File: config.mk
export PLATFORM = sky130hd
export DESIGN_NAME = pll_reset_sequencer
export DESIGN_NICKNAME = d
export VERILOG_FILES = /design/src/rtl/pll_reset_sequencer.sv
export SDC_FILE = /design/constraint.sdc
export NUM_CORES = 1
export LEC_CHECK = 0
export ABC_CLOCK_PERIOD_IN_PS = 4600
export CAP_MARGIN = 20
export CORE_MARGIN = 2
export CORE_UTILIZATION = 59
export DETAILED_ROUTE_END_ITERATION = 10
export GPL_ROUTABILITY_DRIVEN = 0
export PLACE_DENSITY = 0.83
export SLEW_MARGIN = 20
export SYNTH_ARGS = -nofsm -noshare
export SYNTH_HDL_FRONTEND = slang
export SYNTH_SLANG_ARGS = --single-unit
File: constraint.sdc
create_clock -name clk -period 4.6 [get_ports clk]
set_input_delay 0.92 -clock clk [delete_from_list [all_inputs] [get_ports clk]]
set_output_delay 0.92 -clock clk [all_outputs]
set_load 0.1 [all_outputs]
File: src/rtl/pll_reset_sequencer.sv
// Staged reset release for memory, core and peripheral domains, gated on a
// synchronized PLL lock that must stay stable for a programmable window.
module pll_reset_sequencer #(
  parameter int LOCK_STABLE_CYCLES = 1024,
  parameter int STAGE_GAP_CYCLES   = 16,
  parameter int SYNC_STAGES        = 2,
  parameter int CNT_W              = 16
) (
  input  logic       clk,
  input  logic       reset,
  input  logic       pll_lock,
  input  logic       soft_reset_req,
  output logic       rst_mem,
  output logic       rst_core,
  output logic       rst_periph,
  output logic       ready,
  output logic [7:0] lock_lost_count,
  output logic [2:0] state
);

  typedef enum logic [2:0] {
    WAIT_LOCK = 3'd0,
    STABLE    = 3'd1,
    REL_MEM   = 3'd2,
    REL_CORE  = 3'd3,
    RUN       = 3'd4,
    SOFT      = 3'd5
  } state_e;

  localparam logic [CNT_W-1:0] LOCK_LAST = CNT_W'(LOCK_STABLE_CYCLES - 1);
  localparam logic [CNT_W-1:0] GAP_LAST  = CNT_W'(STAGE_GAP_CYCLES - 1);

  logic [SYNC_STAGES-1:0] sync_q;
  logic                   lock_s;

  state_e     state_q, state_d;
  logic [CNT_W-1:0] cnt_q, cnt_d;
  logic [7:0] lost_q, lost_d;
  logic       rst_mem_q, rst_mem_d;
  logic       rst_core_q, rst_core_d;
  logic       rst_periph_q, rst_periph_d;
  logic       ready_q, ready_d;
  logic       lock_lost;

  always_ff @(posedge clk) begin
    if (reset) begin
      sync_q <= '0;
    end else begin
      sync_q <= {sync_q[SYNC_STAGES-2:0], pll_lock};
    end
  end

  assign lock_s = sync_q[SYNC_STAGES-1];

  // Lock loss outranks a soft reset request, which outranks counter expiry.
  always_comb begin
    state_d   = state_q;
    lock_lost = 1'b0;
    case (state_q)
      WAIT_LOCK: begin
        if (lock_s) state_d = STABLE;
      end
      STABLE: begin
        if (!lock_s) state_d = WAIT_LOCK;
        else if (cnt_q == LOCK_LAST) state_d = REL_MEM;
      end
      REL_MEM: begin
        if (!lock_s) begin
          state_d   = WAIT_LOCK;
          lock_lost = 1'b1;
        end else if (cnt_q == GAP_LAST) begin
          state_d = REL_CORE;
        end
      end
      REL_CORE: begin
        if (!lock_s) begin
          state_d   = WAIT_LOCK;
          lock_lost = 1'b1;
        end else if (cnt_q == GAP_LAST) begin
          state_d = RUN;
        end
      end
      RUN: begin
        if (!lock_s) begin
          state_d   = WAIT_LOCK;
          lock_lost = 1'b1;
        end else if (soft_reset_req) begin
          state_d = SOFT;
        end
      end
      SOFT: begin
        if (!lock_s) begin
          state_d   = WAIT_LOCK;
          lock_lost = 1'b1;
        end else if (cnt_q == GAP_LAST) begin
          state_d = REL_CORE;
        end
      end
      default: state_d = WAIT_LOCK;
    endcase
  end

  always_comb begin
    cnt_d = '0;
    if (state_d == state_q &&
        (state_q == STABLE || state_q == REL_MEM ||
         state_q == REL_CORE || state_q == SOFT)) begin
      cnt_d = cnt_q + CNT_W'(1);
    end
  end

  always_comb begin
    lost_d = lost_q;
    if (lock_lost && lost_q != 8'hFF) lost_d = lost_q + 8'd1;
  end

  // Outputs are decoded from the next state so they move with the state edge.
  always_comb begin
    rst_mem_d    = !(state_d == REL_MEM || state_d == REL_CORE ||
                     state_d == RUN || state_d == SOFT);
    rst_core_d   = !(state_d == REL_CORE || state_d == RUN);
    rst_periph_d = (state_d != RUN);
    ready_d      = (state_d == RUN);
  end

  always_ff @(posedge clk) begin
    if (reset) begin
      state_q      <= WAIT_LOCK;
      cnt_q        <= '0;
      lost_q       <= '0;
      rst_mem_q    <= 1'b1;
      rst_core_q   <= 1'b1;
      rst_periph_q <= 1'b1;
      ready_q      <= 1'b0;
    end else begin
      state_q      <= state_d;
      cnt_q        <= cnt_d;
      lost_q       <= lost_d;
      rst_mem_q    <= rst_mem_d;
      rst_core_q   <= rst_core_d;
      rst_periph_q <= rst_periph_d;
      ready_q      <= ready_d;
    end
  end

  assign rst_mem         = rst_mem_q;
  assign rst_core        = rst_core_q;
  assign rst_periph      = rst_periph_q;
  assign ready           = ready_q;
  assign lock_lost_count = lost_q;
  assign state           = state_q;

endmodule

; ---- Yosys cells after proc, flatten, opt, wreduce, memory -nomap -nowiden
; Index checks and enable logic that the tools add are counted.
[classes]
n_mux = 12
addsub = 2
n_eq_ne = 14
bitwise_logic = 1
n_reduce_logical = 15
[op_table]
columns = operator, count
row1 = $mux W3, 9
row2 = $add A16 B1 Y16 const B, 1
row3 = $eq A16 B10 Y1 const B, 1
row4 = $eq A16 B4 Y1 const B, 1
row5 = $pmux W3 S5, 1
row6 = $eq A3 B2 Y1 const B, 4
row7 = $eq A3 B3 Y1 const B, 4
row8 = $add A8 B1 Y8 const B, 1
row9 = $ne A8 B8 Y1 const B, 1
row10 = $logic_or A1 B1 Y1, 7
row11 = $reduce_or A2 Y1, 2
row12 = $reduce_or A4 Y1, 1
row13 = $eq A3 B1 Y1 const B, 1
row14 = $eq A3 B3 Y1, 1
row15 = $logic_not A3 Y1, 1
row16 = $ne A3 B3 Y1 const B, 1
row17 = $logic_and A1 B1 Y1, 2
row18 = $logic_not A1 Y1, 2
row19 = $mux W1, 2
row20 = $not A1 Y1, 1
[word_totals]
input_bits = 4
wordCells = 52
reg_bits = 33

; ---- Longest topological paths before layout
; Gate-level depths: netlist of run 1.
[logic_depth]
ltp_word = 9
mapped_depth = 7
ltp_nobuf = 6

; ---- Worst setup path before layout of run 1
; Ideal clock, no wire load.
[synth_timing]
kind = flip-flop to flip-flop
startpoint = reg lost_q[0], in the netlist lock_lost_count[0]
endpoint = reg lost_q[5], in the netlist lock_lost_count[5]
t_arrival_ns = 2.298
stages_incl_launch_ff = 7
n_path_buf = 0
setup_slack_ns = 2.175
required_ns = 4.472
path_cell_list = dfxtp_1 ha_1 nand2_1 o311ai_2 nor3_1 xnor2_1 nor2_1
[synth_between]
elab_chain_cells = 2
[synth_rtl]
columns = item, line_no
row1 = start: declaration, 38  ; logic [7:0] lost_q, lost_d;
row2 = start signal: assignment, 138  ; lost_q <= lost_d;
row3 = branches (longest 2 deep; another with $add A8 B1 Y8), --
; Parallel ways; which one is timed is not known.
; A chain may end at the register's enable or synchronous reset.

; ---- Worst setup path after layout of run 1
[layout_timing]
startpoint = reg state_q[1], in the netlist state[1]
endpoint = out state[1]
[layout_lines]
columns = item, line_no
row1 = start: declaration, 36  ; state_e state_q, state_d;
row2 = start signal: assignment, 136  ; state_q <= state_d;
row3 = end: declaration, 18  ; output logic [2:0] state
; No word-level cell between the ends.

==> flow_summary.ini, run 1 <==
[run_status]
outcome = finished clean

[timing]
finalSetupTns_ns = 0
hold_ws_ns = 0.443
grt_setup_unrepaired = no
setup_viol = 0
fin_crit_ns = 3.16
finalHoldViolCount = 0
fin_crit_sh_pct = 68.7
tightest_slew_ns = 1.08
slew_violations = 0
max_freq_mhz = 317
fin_skew_ns = 0.0171
slew_headroom_pct = 27.4

[finish]
fin_cells = 250
num-fill-cells = 233
layout-drive-gt1-share_pct = 5.94
area_delta_synth_final_pct = 14.3
multiInputGateArea_um2 = 912
nNetsFinal = 224
n_antenna_cell = 0
regArea_um2 = 661
fin_util_pct = 69.4

[clock_tree]
clock-sinks = 33
htree_num_levels = 2
cts_setup_buffers = 0
cts_buffers = 5
ctsResizeCount = 0
clkSlewWorstSetupHoldPaths_ns = 0.11
cts_tree = done
clk-insertion-delay-late_ns = 0.34
cts_root_buf = clkbuf_4
cts.hold.buffers_added = 0
clock_path_buffers = 2

[setup_path]
end_kind = output pin
crit_arrival_ns = 2.24
crit_fanout = 15
worst_setup_path_start_kind = register
crit_chain = clkdlybuf4s50_1
crit_buf_inv = 1
required_ns = 3.68
crit_cells = 1
crit_type = register to output pin
r2r_cells = 6
crit_path_top_delay_cell = clkdlybuf4s50_1
path_delay_family = buffers and inverters
cpPeakStageDelay_ns = 1.23

[detailed_routing]
routed-via-count = 1449
drt-total-wl_um = 3340
drc = 0
wl_per_cell_um = 13.4
dr.pass1.iters = 4
drtAntennaViolNets = 0
vias_per_cell = 5.80
drt_iter0_drc = 50

[global_route]
top_usage_layer = met2
grt_util_met1_pct = 28.3
grtUsageMet2_pct = 36.0
use_met3_pct = 6.45
grt_max_degree = 17
grt_usage_pct = 22.5
grt_pass1_vias = 1336
grt_first_pass_wirelength_um = 5750
antenna_found_initial = 0
gr-total-overflow = 0

[power]
power.density_nw_per_um2 = 244
p_leak_nw = 0.664
peakVddDrop_v = 0.000210

[worst_hold_path]
min_path_cells = 1
hp-class = register to register

[floorplanning]
die_height_um = 56.8
io_pins = 19
dieArea_um2 = 3230
start_util_pct = 60.8
row_count = 19
coreArea_um2 = 2710
fp.dieW_um = 56.8

[synthesis]
postSynthAreaPerCell_um2 = 8.23
ys_seq_area_share_pct = 40.1
ys_seq_elements = 33
synthesis.yosys.warnings = 0
ys_types = 40
syn-num-nets = 206
syn_area_um2 = 1650
postSynthCellCount = 200

[placed_design]
numPortBuffers = 18
hpwl_um = 2310
placed_cells = 242

[flow_run]
cap_violations = 0
## synth_stat cells, drive strengths merged
library cell	instances	share of area [%]
or4bb	1	0.68
o22ai	2	1.1
o21ai	7	2.1
nand2b	1	0.38
xor2	12	6.4
a211oi	1	0.46
o31ai	2	0.91
nand3	23	7.0
and3	1	0.38
o311ai	1	0.99
nor4	7	4.0
nor4bb	1	0.61
buf	3	1.3
a21oi	7	2.1
a32oi	1	0.53
or2	1	0.38
or3	2	0.76
o211ai	1	0.46
dfxtp	33	40
nor2	31	7.1
a2bb2oi	1	0.53
nor3	6	1.8
or4	3	1.6
mux2i	2	1.2
nand2	15	3.4
ha	2	1.5
xnor2	9	4.8
nor2b	3	1.1
nand4	3	1.1
o32a	1	0.68
inv	11	2.5
nand3b	1	0.46
a41oi	1	0.53
clkbuf	4	0.91
## where the power goes
| part | internal (mW) | switching (mW) |
|---|---|---|
| combinational | 0.00616 | 0.0115 |
| clock | 0.0609 | 0.0924 |
| sequential | 0.287 | 0.00161 |
## cells by family (layout without fill, tap and decap cells)
kind of cell | Yosys count | in the layout | synth area share, %
AOI/OAI and AO/OA | 25 | 25 | 10.5
xor gates and xnor gates | 21 | 21 | 11.2
adders and majority gates | 2 | 2 | 1.52
buffers and inverters | 18 | 37 | 4.71
DFF | 33 | 33 | 40.1
muxes | 2 | 2 | 1.22
and+or+nand+nor | 99 | 99 | 30.8
## worst register-to-register path, cell delays in order (launching register included)
cell     delay [ns]
dfxtp_1        0.39
ha_1           0.21
nand3_1        0.34
nor4_4         0.67
o21ai_0        0.27
o22ai_2        0.53
nor2_1         0.14
## cells in the final DEF (no fill, tap or decap), types with 9 or more instances in the layout
| master | instances |
|---|---|
| nand3_1 | 23 |
| nand2_1 | 15 |
| dfxtp_1 | 33 |
| clkdlybuf4s50_1 | 18 |
| inv_1 | 11 |
| xnor2_1 | 9 |
| nor2_1 | 31 |
| xor2_1 | 12 |
## sequential cells by signal (all words and copies together), names as in the netlist
register         count
cnt_q               16
lock_lost_count      8
state                3
sync_q               2
ready                1
rst_core             1
rst_mem              1
rst_periph           1
## area by class of cell
class / instances / area share (%)
inverter: 11 / 2.19
sequential: 33 / 35.1
timing repair buffer: 18 / 9.57
clock buffer: 8 / 2.59
tap: 31 / 2.06
multi-input combinational: 149 / 48.5
## final timing paths
kind	endpoint	slack, ns	startpoint
setup / recovery	state[1]	1.44	state[1]$_SDFF_PP0_
hold / removal	sync_q[1]$_SDFF_PP0_	0.44	sync_q[0]$_SDFF_PP0_
setup reg to reg	cnt_q[6]$_SDFF_PP0_	1.93	cnt_q[0]$_SDFF_PP0_
hold reg to reg	sync_q[1]$_SDFF_PP0_	0.44	sync_q[0]$_SDFF_PP0_
## layer usage
layer | wire length (um) | vias to the layer above
li1 | - | 731
met1 | 1470 | 676
met2 | 1650 | 35
met3 | 167 | 7
met4 | 51 | 0
met5 | 0 | -
## metrics by stage
step                total power [mW]  setup WS [ns]  area (um^2)
finish                         0.459           1.44         1880
global route                   0.477           1.36         1880
CTS                            0.465           1.46         1880
detailed placement             0.312           1.60         1830
global placement               0.311           1.72         1830
floorplan                      0.307           2.17         1650
No activity file was read; power rests on OpenSTA's default activity.
==> inputs of run 2 (changes only) <==
--- a/config.mk
+++ b/config.mk
@@ -5,13 +5,13 @@
 export SDC_FILE = /design/constraint.sdc
 export NUM_CORES = 1
 export LEC_CHECK = 0
-export ABC_CLOCK_PERIOD_IN_PS = 4600
+export ABC_CLOCK_PERIOD_IN_PS = 2900
 export CAP_MARGIN = 20
 export CORE_MARGIN = 2
-export CORE_UTILIZATION = 59
+export CORE_UTILIZATION = 49
 export DETAILED_ROUTE_END_ITERATION = 10
 export GPL_ROUTABILITY_DRIVEN = 0
-export PLACE_DENSITY = 0.83
+export PLACE_DENSITY = 0.74
 export SLEW_MARGIN = 20
 export SYNTH_ARGS = -nofsm -noshare
 export SYNTH_HDL_FRONTEND = slang
==> constraint.sdc (replaced) <==
create_clock -name clk -period 2.9 [get_ports clk]
set_input_delay 0.58 -clock clk [delete_from_list [all_inputs] [get_ports clk]]
set_output_delay 0.58 -clock clk [all_outputs]
set_load 0.1 [all_outputs]
==> run 2 against run 1 <==
Effect of this change:
- final cell count is 7.6% higher
- hold slack better by 0.0017 ns
- non-clock buffer count rose by 4
- clock power is 59% higher
- die area up 19%
- critical path type is now register to register
- largest power group unchanged
- highest routed layer unchanged
==> flow_summary.ini, run 2 (same netlist as run 1, synthesis figures left out) <==
[setup_path]
r2r_cells = 7
worst_setup_path_start_kind = register
crit_fanout = 9
crit_type = register to register
reg2reg_from = cnt_q[0]$_SDFF_PP0_
crit_chain = ha_1, nand3_1, nor4_4, o21ai_0, o22ai_2, buf_4, nor4bb_1
end_kind = register
required_ns = 3.13
ff2ff_setup_slack_ns = 0.47
crit_path_top_delay_cell = nor4_4
crit_arrival_ns = 2.67
regToRegEndpoint = cnt_q[0]$_SDFF_PP0_
cpPeakStageDelay_ns = 0.59

[finish]
fin_util_pct = 57.6
area_delta_synth_final_pct = 14.9
mostFrequentLayoutCells = 33 x dfxtp_1, 31 x nor2_1, 23 x nand3_1
layout-drive-gt1-share_pct = 14.8
nNetsFinal = 228
mostFrequentLayoutCell = dfxtp_1
largest_reg_flops = 16
n_antenna_cell = 0
top_register = cnt_q

[power]
peakVddDrop_v = 0.000264
power.density_nw_per_um2 = 386
p_leak_nw = 0.711
fin_total_pwr_mw = 0.731

[floorplanning]
io_pins = 19
die_height_um = 62.0
start_util_pct = 50.1
fp.dieW_um = 62.0
coreArea_um2 = 3280
dieArea_um2 = 3840
row_count = 21

[global_route]
grt_max_degree = 17
gr-total-overflow = 0
grt_pass1_vias = 1225
grt_usage_pct = 19.3
grt_first_pass_wirelength_um = 5340
antenna_found_initial = 0

[clock_tree]
clock_path_buffers = 2
ctsResizeCount = 0
cts.hold.buffers_added = 0
clkSlewWorstSetupHoldPaths_ns = 0.10
cts_setup_buffers = 0
clock-sinks = 33
htree_num_levels = 2
clk-insertion-delay-late_ns = 0.33
cts_root_buf = clkbuf_4
cts_buffers = 5
cts_tree = done

[timing]
setup_viol = 0
tightest_slew_ns = 1.11
fin_crit_ns = 2.43
slew_violations = 0
finalHoldViolCount = 0
grt_setup_unrepaired = no
max_freq_mhz = 411
fin_crit_sh_pct = 83.9
fin_skew_ns = 0.00700
slew_headroom_pct = 25.5
finalSetupTns_ns = 0

[detailed_routing]
wl_per_cell_um = 11.6
drtAntennaViolNets = 0
drt_iter0_drc = 75
drt-total-wl_um = 3110
routed-via-count = 1401
dr.pass1.iters = 4
drc = 0
vias_per_cell = 5.21

[placed_design]
hpwl_um = 2120
numPortBuffers = 18

[flow_run]
cap_violations = 0

[worst_hold_path]
min_path_cells = 1
min-delay-start = sync_q[0]$_SDFF_PP0_
min_to = sync_q[1]$_SDFF_PP0_
hp-class = register to register

[run_status]
outcome = finished clean
## run 2: cell count changes in the layout (fill, tap and decap cells not counted)
cell / previous run / this run
a21oi_1: 6 / 7
clkinv_2: 0 / 2
clkdlybuf4s50_1: 18 / 3
buf_4: 0 / 19
a21oi_2: 1 / 0
clkbuf_1: 3 / 1
## run 2: power by group
| group | leakage [nW] | switching [mW] | total [mW] | internal, mW |
|---|---|---|---|---|
| Combinational | 0.412 | 0.0188 | 0.0310 | 0.0122 |
| Sequential | 0.266 | 0.00222 | 0.457 | 0.455 |
| Clock | 0.0320 | 0.150 | 0.243 | 0.0922 |
| Total | 0.711 | 0.171 | 0.731 | 0.559 |
## run 2: metrics by stage
| step | area (um^2) | std cells | hold WS, ns | setup slack (ns) |
|---|---|---|---|---|
| floorplan | 1650 | 200 | 0.414 | 0.475 |
| global placement | 1840 | 261 | 0.420 | 0.557 |
| detailed placement | 1840 | 261 | 0.424 | 0.504 |
| CTS | 1890 | 269 | 0.450 | 0.490 |
| global route | 1890 | 269 | 0.462 | 0.241 |
| finish | 1890 | 269 | 0.445 | 0.467 |
## run 2: worst max path at each step
stage / end / slack [ns] / depth (start not counted) / start
2_1_floorplan: lock_lost_count[5]$_SDFFE_PP0P_ / 0.47 / 6 / lock_lost_count[0]$_SDFFE_PP0P_
3_3_place_gp: cnt_q[0]$_SDFF_PP0_ / 0.56 / 7 / cnt_q[0]$_SDFF_PP0_
3_5_place_dp: cnt_q[0]$_SDFF_PP0_ / 0.50 / 7 / cnt_q[0]$_SDFF_PP0_
4_1_cts: cnt_q[0]$_SDFF_PP0_ / 0.49 / 7 / cnt_q[0]$_SDFF_PP0_
5_1_grt: cnt_q[0]$_SDFF_PP0_ / 0.24 / 7 / cnt_q[1]$_SDFF_PP0_
6_report: cnt_q[0]$_SDFF_PP0_ / 0.47 / 7 / cnt_q[0]$_SDFF_PP0_
## run 2: cell type report
type / count / area [um^2]
inverters: 11 / 41.3
well taps: 46 / 57.6
clock buffers: 6 / 41.3
flip-flops and latches: 33 / 661
fillers: 306 / 1390
multi-input cells: 149 / 908
clock inverters: 2 / 10.0
repair buffers: 22 / 173
## run 2: per-layer routing
metal / GRT usage, % / vias up / wire, um / share of wire (%)
met5: 0 / - / 0 / 0
met4: 8.81 / 0 / 70 / 2.3
met3: 8.07 / 5 / 120 / 3.9
met2: 26.5 / 22 / 1320 / 42
met1: 26.1 / 634 / 1600 / 51
li1: - / 740 / - / -
## run 2: worst max-delay path, delay by kind of cell (launching register included)
kind | cells | cell delay, ns
flops | 1 | 0.38
simple gates | 3 | 0.94
fa+ha+maj | 1 | 0.21
buf+inv | 1 | 0.23
compound gates | 2 | 0.57
==> inputs of run 3 (changes only) <==
--- a/config.mk
+++ b/config.mk
@@ -5,13 +5,13 @@
 export SDC_FILE = /design/constraint.sdc
 export NUM_CORES = 1
 export LEC_CHECK = 0
-export ABC_CLOCK_PERIOD_IN_PS = 2900
+export ABC_CLOCK_PERIOD_IN_PS = 2400
 export CAP_MARGIN = 20
 export CORE_MARGIN = 2
-export CORE_UTILIZATION = 49
+export CORE_UTILIZATION = 55
 export DETAILED_ROUTE_END_ITERATION = 10
 export GPL_ROUTABILITY_DRIVEN = 0
-export PLACE_DENSITY = 0.74
+export PLACE_DENSITY = 0.78
 export SLEW_MARGIN = 20
 export SYNTH_ARGS = -nofsm -noshare
 export SYNTH_HDL_FRONTEND = slang
==> constraint.sdc (replaced) <==
create_clock -name clk -period 2.4 [get_ports clk]
set_input_delay 0.48 -clock clk [delete_from_list [all_inputs] [get_ports clk]]
set_output_delay 0.48 -clock clk [all_outputs]
set_load 0.1 [all_outputs]
==> run 3 against run 2 <==
Effect of this change:
- sequential share of layout area fell by 0.59 points
- clock skew up 0.0019 ns
- first-iteration DRC count is 56% lower
- design area increased by 2.1%
- the run now ends with design-rule violations left
==> flow_summary.ini, run 3 (same netlist as run 1, synthesis figures left out) <==
[clock_tree]
ctsResizeCount = 0
cts_buffers = 5
cts_setup_buffers = 0
cts_tree = done
htree_num_levels = 2
clkSlewWorstSetupHoldPaths_ns = 0.10
clk-insertion-delay-late_ns = 0.33
clock-sinks = 33
cts.hold.buffers_added = 0
cts_root_buf = clkbuf_4
clock_path_buffers = 2

[finish]
top_register = cnt_q
nNetsFinal = 233
mostFrequentLayoutCells = 31 x nor2_1, 31 x dfxtp_1, 24 x buf_4
largest_reg_flops = 16
n_antenna_cell = 0
fin_util_pct = 68.9
fin_area_um2 = 1930
layout-drive-gt1-share_pct = 18.0
area_delta_synth_final_pct = 17.3

[placed_design]
place_area_um2 = 1860
numPortBuffers = 18
hpwl_um = 2440

[floorplanning]
fp.dieW_um = 58.7
die_height_um = 58.7
dieArea_um2 = 3450
start_util_pct = 58.7
coreArea_um2 = 2810
row_count = 19
io_pins = 19

[setup_path]
worst_setup_path_start_kind = register
crit_cells = 6
crit_path_top_delay_cell = or4_1
path_delay_family = simple AND/OR/NAND/NOR gates
cpPeakStageDelay_ns = 0.61
crit_chain = or4_1, nor4_2, buf_4, a41oi_1, o31ai_1, inv_1
r2r_cells = 6
crit_buf_inv = 2
crit_fanout = 4
crit_arrival_ns = 2.35
crit_type = register to register
required_ns = 2.62
end_kind = register

[timing]
fin_crit_sh_pct = 88.6
setup_viol = 0
grt_setup_unrepaired = no
tightest_slew_ns = 0.694
fin_skew_ns = 0.00893
max_freq_mhz = 470
fin_crit_ns = 2.13
slew_headroom_pct = 53.7
finalHoldViolCount = 0
slew_violations = 0
finalSetupTns_ns = 0

[global_route]
grt_max_degree = 17
grtUsageMet2_pct = 36.4
antenna_found_initial = 0
grt_usage_pct = 21.7
gr-total-overflow = 0
grt_first_pass_wirelength_um = 5840
grt_util_met1_pct = 26.8
grt_pass1_vias = 1351
top_usage_layer = met2
use_met3_pct = 5.71

[detailed_routing]
drtAntennaViolNets = 0
routed-via-count = 1482
dr.pass1.iters = 7
wl_per_cell_um = 12.8
vias_per_cell = 5.72
drt_iter0_drc = 33
drt-total-wl_um = 3310
drc = 1

[worst_hold_path]
min_path_cells = 1
hp-class = register to register

[power]
peakVddDrop_v = 0.000360
p_leak_nw = 0.745
power.density_nw_per_um2 = 488

[run_status]
violations = design-rule violations
outcome = finished, violations left

[flow_run]
cap_violations = 0
-- run 3: cell count changes in the layout (fill, tap and decap cells not counted) --
| cell | delta |
|---|---|
| dfxtp_2 | +2 |
| clkinv_2 | -1 |
| clkbuf_1 | -1 |
| dfxtp_1 | -2 |
| clkbuf_8 | +2 |
| buf_4 | +5 |
-- run 3: routing by layer --
layer | wire length (um) | share of wire [%] | vias to the layer above
li1 | - | - | 754
met1 | 1550 | 47 | 698
met2 | 1600 | 49 | 23
met3 | 112 | 3.4 | 7
met4 | 43 | 1.3 | 0
met5 | 0 | 0 | -
-- run 3: worst reg2reg max path, stage by stage (launching register included) --
cell and delay (ns):
dfxtp_1 0.35, or4_1 0.61, nor4_2 0.36, buf_4 0.19, a41oi_1 0.17, o31ai_1 0.29
inv_1 0.06
-- run 3: worst paths after layout --
path | from | end | slack, ns
worst min-delay path | sync_q[0]$_SDFF_PP0_ | sync_q[1]$_SDFF_PP0_ | 0.45
worst max register to register | cnt_q[13]$_SDFF_PP0_ | rst_periph$_SDFF_PP1_ | 0.27
worst min register to register | sync_q[0]$_SDFF_PP0_ | sync_q[1]$_SDFF_PP0_ | 0.45
worst max-delay path | cnt_q[13]$_SDFF_PP0_ | rst_periph$_SDFF_PP1_ | 0.27
-- run 3: cell type report --
class                   instances  area (um^2)
flip-flops and latches         33          663
multi-input cells             149          908
inverters                      11         41.3
clock inverters                 1         5.00
well taps                      31         38.8
repair buffers                 27          210
fillers                       248          873
clock buffers                   7         65.1
-- run 3: where the power goes --
group          switching [mW]  internal, mW
logic                  0.0223        0.0148
clock network           0.182         0.170
registers             0.00287         0.550
total                   0.208         0.734
-- run 3: metrics by stage --
stage / setup WS, ns / hold WS (ns) / instances / power [mW]
6_report: 0.273 / 0.448 / 259 / 0.942
5_1_grt: 0.0754 / 0.462 / 259 / 0.983
3_3_place_gp: 0.368 / 0.420 / 251 / 0.601
4_1_cts: 0.281 / 0.455 / 259 / 0.948
3_5_place_dp: 0.306 / 0.428 / 251 / 0.602
2_1_floorplan: 0.0714 / 0.414 / 200 / 0.589
==> edit, RTL diff (flow settings as in run 2) <==
Change the parameter `CNT_W` from 16 to 12.
--- a/src/rtl/pll_reset_sequencer.sv
+++ b/src/rtl/pll_reset_sequencer.sv
@@ -6,3 +6,3 @@
   parameter int SYNC_STAGES        = 2,
-  parameter int CNT_W              = 16
+  parameter int CNT_W              = 12
 ) (
Function: no difference found for any inputs over 10 cycles, from zero or initial values and one cycle with reset high; that may be too few to reach the edited logic, so the function may still have changed.
==> edit against run 2 <==
  * Sequential share of layout area grew 2.1 points
  * Sequential cell count shrank 4
  * Critical path type unchanged
  * Combinational power shrank 25%
  * Routed wire length shrank 13%
  * Core utilization grew 4.0 points
  * Synthesized area shrank 18%
  * Power shrank 8.3%
  * Count of clock-buffer cells in the layout grew 1
  * Final area shrank 17%
  * Worst setup slack gained 0.36 ns
==> edit: results (changes against run 2) <==
metric	value	unit	change
status	finished clean		
worst-path fanout max	8		-1
first-pass GRT wire length	4710	um	-12%
DRC Markers	0		unchanged
maximum vdd drop	0.366	mV	+39%
Starting DRT DRC Count	30		-60%
Root Driver	clkbuf_4		
met3 WL	129	um	+7.5%
TritonCTS Buffers	5		unchanged
ys async rst share	0	%	unchanged
Skew-Pair Late Insertion Delay	0.33	ns	about the same
sequential area share after synthesis	43.2	%	+3.1 points
share of cells above drive strength 1	17.9	%	+3.1 points
Synth area leaders	dfxtp_1 (43%), nor2_1 (6.7%), xnor2_1 (6.5%)		
number of synthesis warnings	0		unchanged
DP HPWL	1980	um	-6.8%
met1 WL	1230	um	-23%
max reg flops	12		-4
wire per inst	13.4	um	+16%
Top Layer Used	met4		
post-synth cell types	42		+5.0%
switching power	147	uW	-14%
clk_skew	0.00741	ns	+0.000402 ns
slowest stage cell, crit path	or4_4		
Tot GR Track Use	19.1	%	-0.16 points
Worst slew margin	51.6	%	+26 points
top cells by count, synth	dfxtp_1 (29), nor2_1 (24), nand2_1 (11), xnor2_1 (10), nand3_1 (9)		
DR vias/cell	5.61		+7.6%
CP Data Arrival Time	2.27	ns	-0.40 ns
diode count	0		unchanged
Final nets	179		-21%
Largest Register	cnt_q		
Clock Pin Slew Worst Setup and Hold Paths	0.08	ns	-0.02 ns
Post-CTS Setup Bufs	0		unchanged
post_cts resized	0		unchanged
crit-path max cell delay	0.59	ns	about the same
Syn Nets	157		-24%
drt first pass iters	4		unchanged
H-tree level count	2		unchanged
Leakage	0.000571	uW	-20%
initial antenna violation count	0		unchanged
largest net degree at the start of global routing	13		-4
port bufs	18		unchanged
met2 WL	1280	um	-3.3%
Hold WC Path Type	reg2reg		
vias in the first global route	1067		-13%
Top Family by Delay on Critical Path	simple AND/OR/NAND/NOR gates		
CTS max path bufs	2		unchanged
-- edit: cell count changes in the layout (fill, tap and decap cells not counted), sizes merged, moves of 4 or more --
cell / run 2 / this run
buf: 19 / 15
dfxtp: 33 / 29
inv: 11 / 6
nand2: 15 / 11
nand3: 23 / 9
nor2: 31 / 24
o21ai: 7 / 3
xor2: 12 / 6
-- edit: per-layer routing --
layer | GRT usage [%] | vias up
li1 | - | 578
met1 | 23.0 | 525
met2 | 30.6 | 26
met3 | 4.84 | 9
met4 | 11.6 | 0
met5 | 0 | -
-- edit: worst register-to-register path: cells and delay by family, from the launching register on --
kind / cells / cell delay [ns]
simple gates: 5 / 1.58
flops: 1 / 0.37
-- edit: logic make-up (layout without fill, tap and decap cells) --
family	count (synthesis)	count (layout)	share of synthesized area, %
DFF	29	29	43.2
buffers and inverters	9	31	2.51
AOI/OAI and AO/OA	22	22	12.9
and+or+nand+nor	73	73	29.1
adders and majority gates	2	2	1.86
xor gates and xnor gates	16	16	10.4
-- edit: worst paths after layout --
| kind | start | to | slack [ns] | cells after the start |
|---|---|---|---|---|
| setup / recovery | cnt_q[6] | rst_periph | 0.82 | 5 |
| hold / removal | sync_q[0] | sync_q[1] | 0.45 | 1 |
| hold reg to reg | sync_q[0] | sync_q[1] | 0.45 | 1 |
| setup reg to reg | cnt_q[6] | rst_periph | 0.82 | 5 |
-- edit: final cells by class --
cell class / count / area (um^2)
inverters: 6 / 22.5
flip-flops and latches: 29 / 581
well taps: 30 / 37.5
clock buffers: 7 / 55.1
fillers: 238 / 977
repair buffers: 18 / 143
multi-input cells: 113 / 729
-- edit: stage by stage --
step | instance area, um^2 | utilization (%) | worst slack [ns] | std cells
detailed placement | 1510 | 59.4 | 0.812 | 196
CTS | 1570 | 61.6 | 0.796 | 203
finish | 1570 | 61.6 | 0.822 | 203
global placement | 1510 | 59.4 | 0.859 | 196
global route | 1570 | 61.6 | 0.544 | 203
floorplan | 1340 | - | 0.591 | 151
-- edit: power groups by stage --
stage	Clock [uW]	Sequential (uW)	Combinational (uW)
finish	244	403	23.4
global route	271	404	25.0
CTS	254	403	23.5
detailed placement	0	412	23.3
global placement	0	412	23.0
floorplan	0	416	11.1
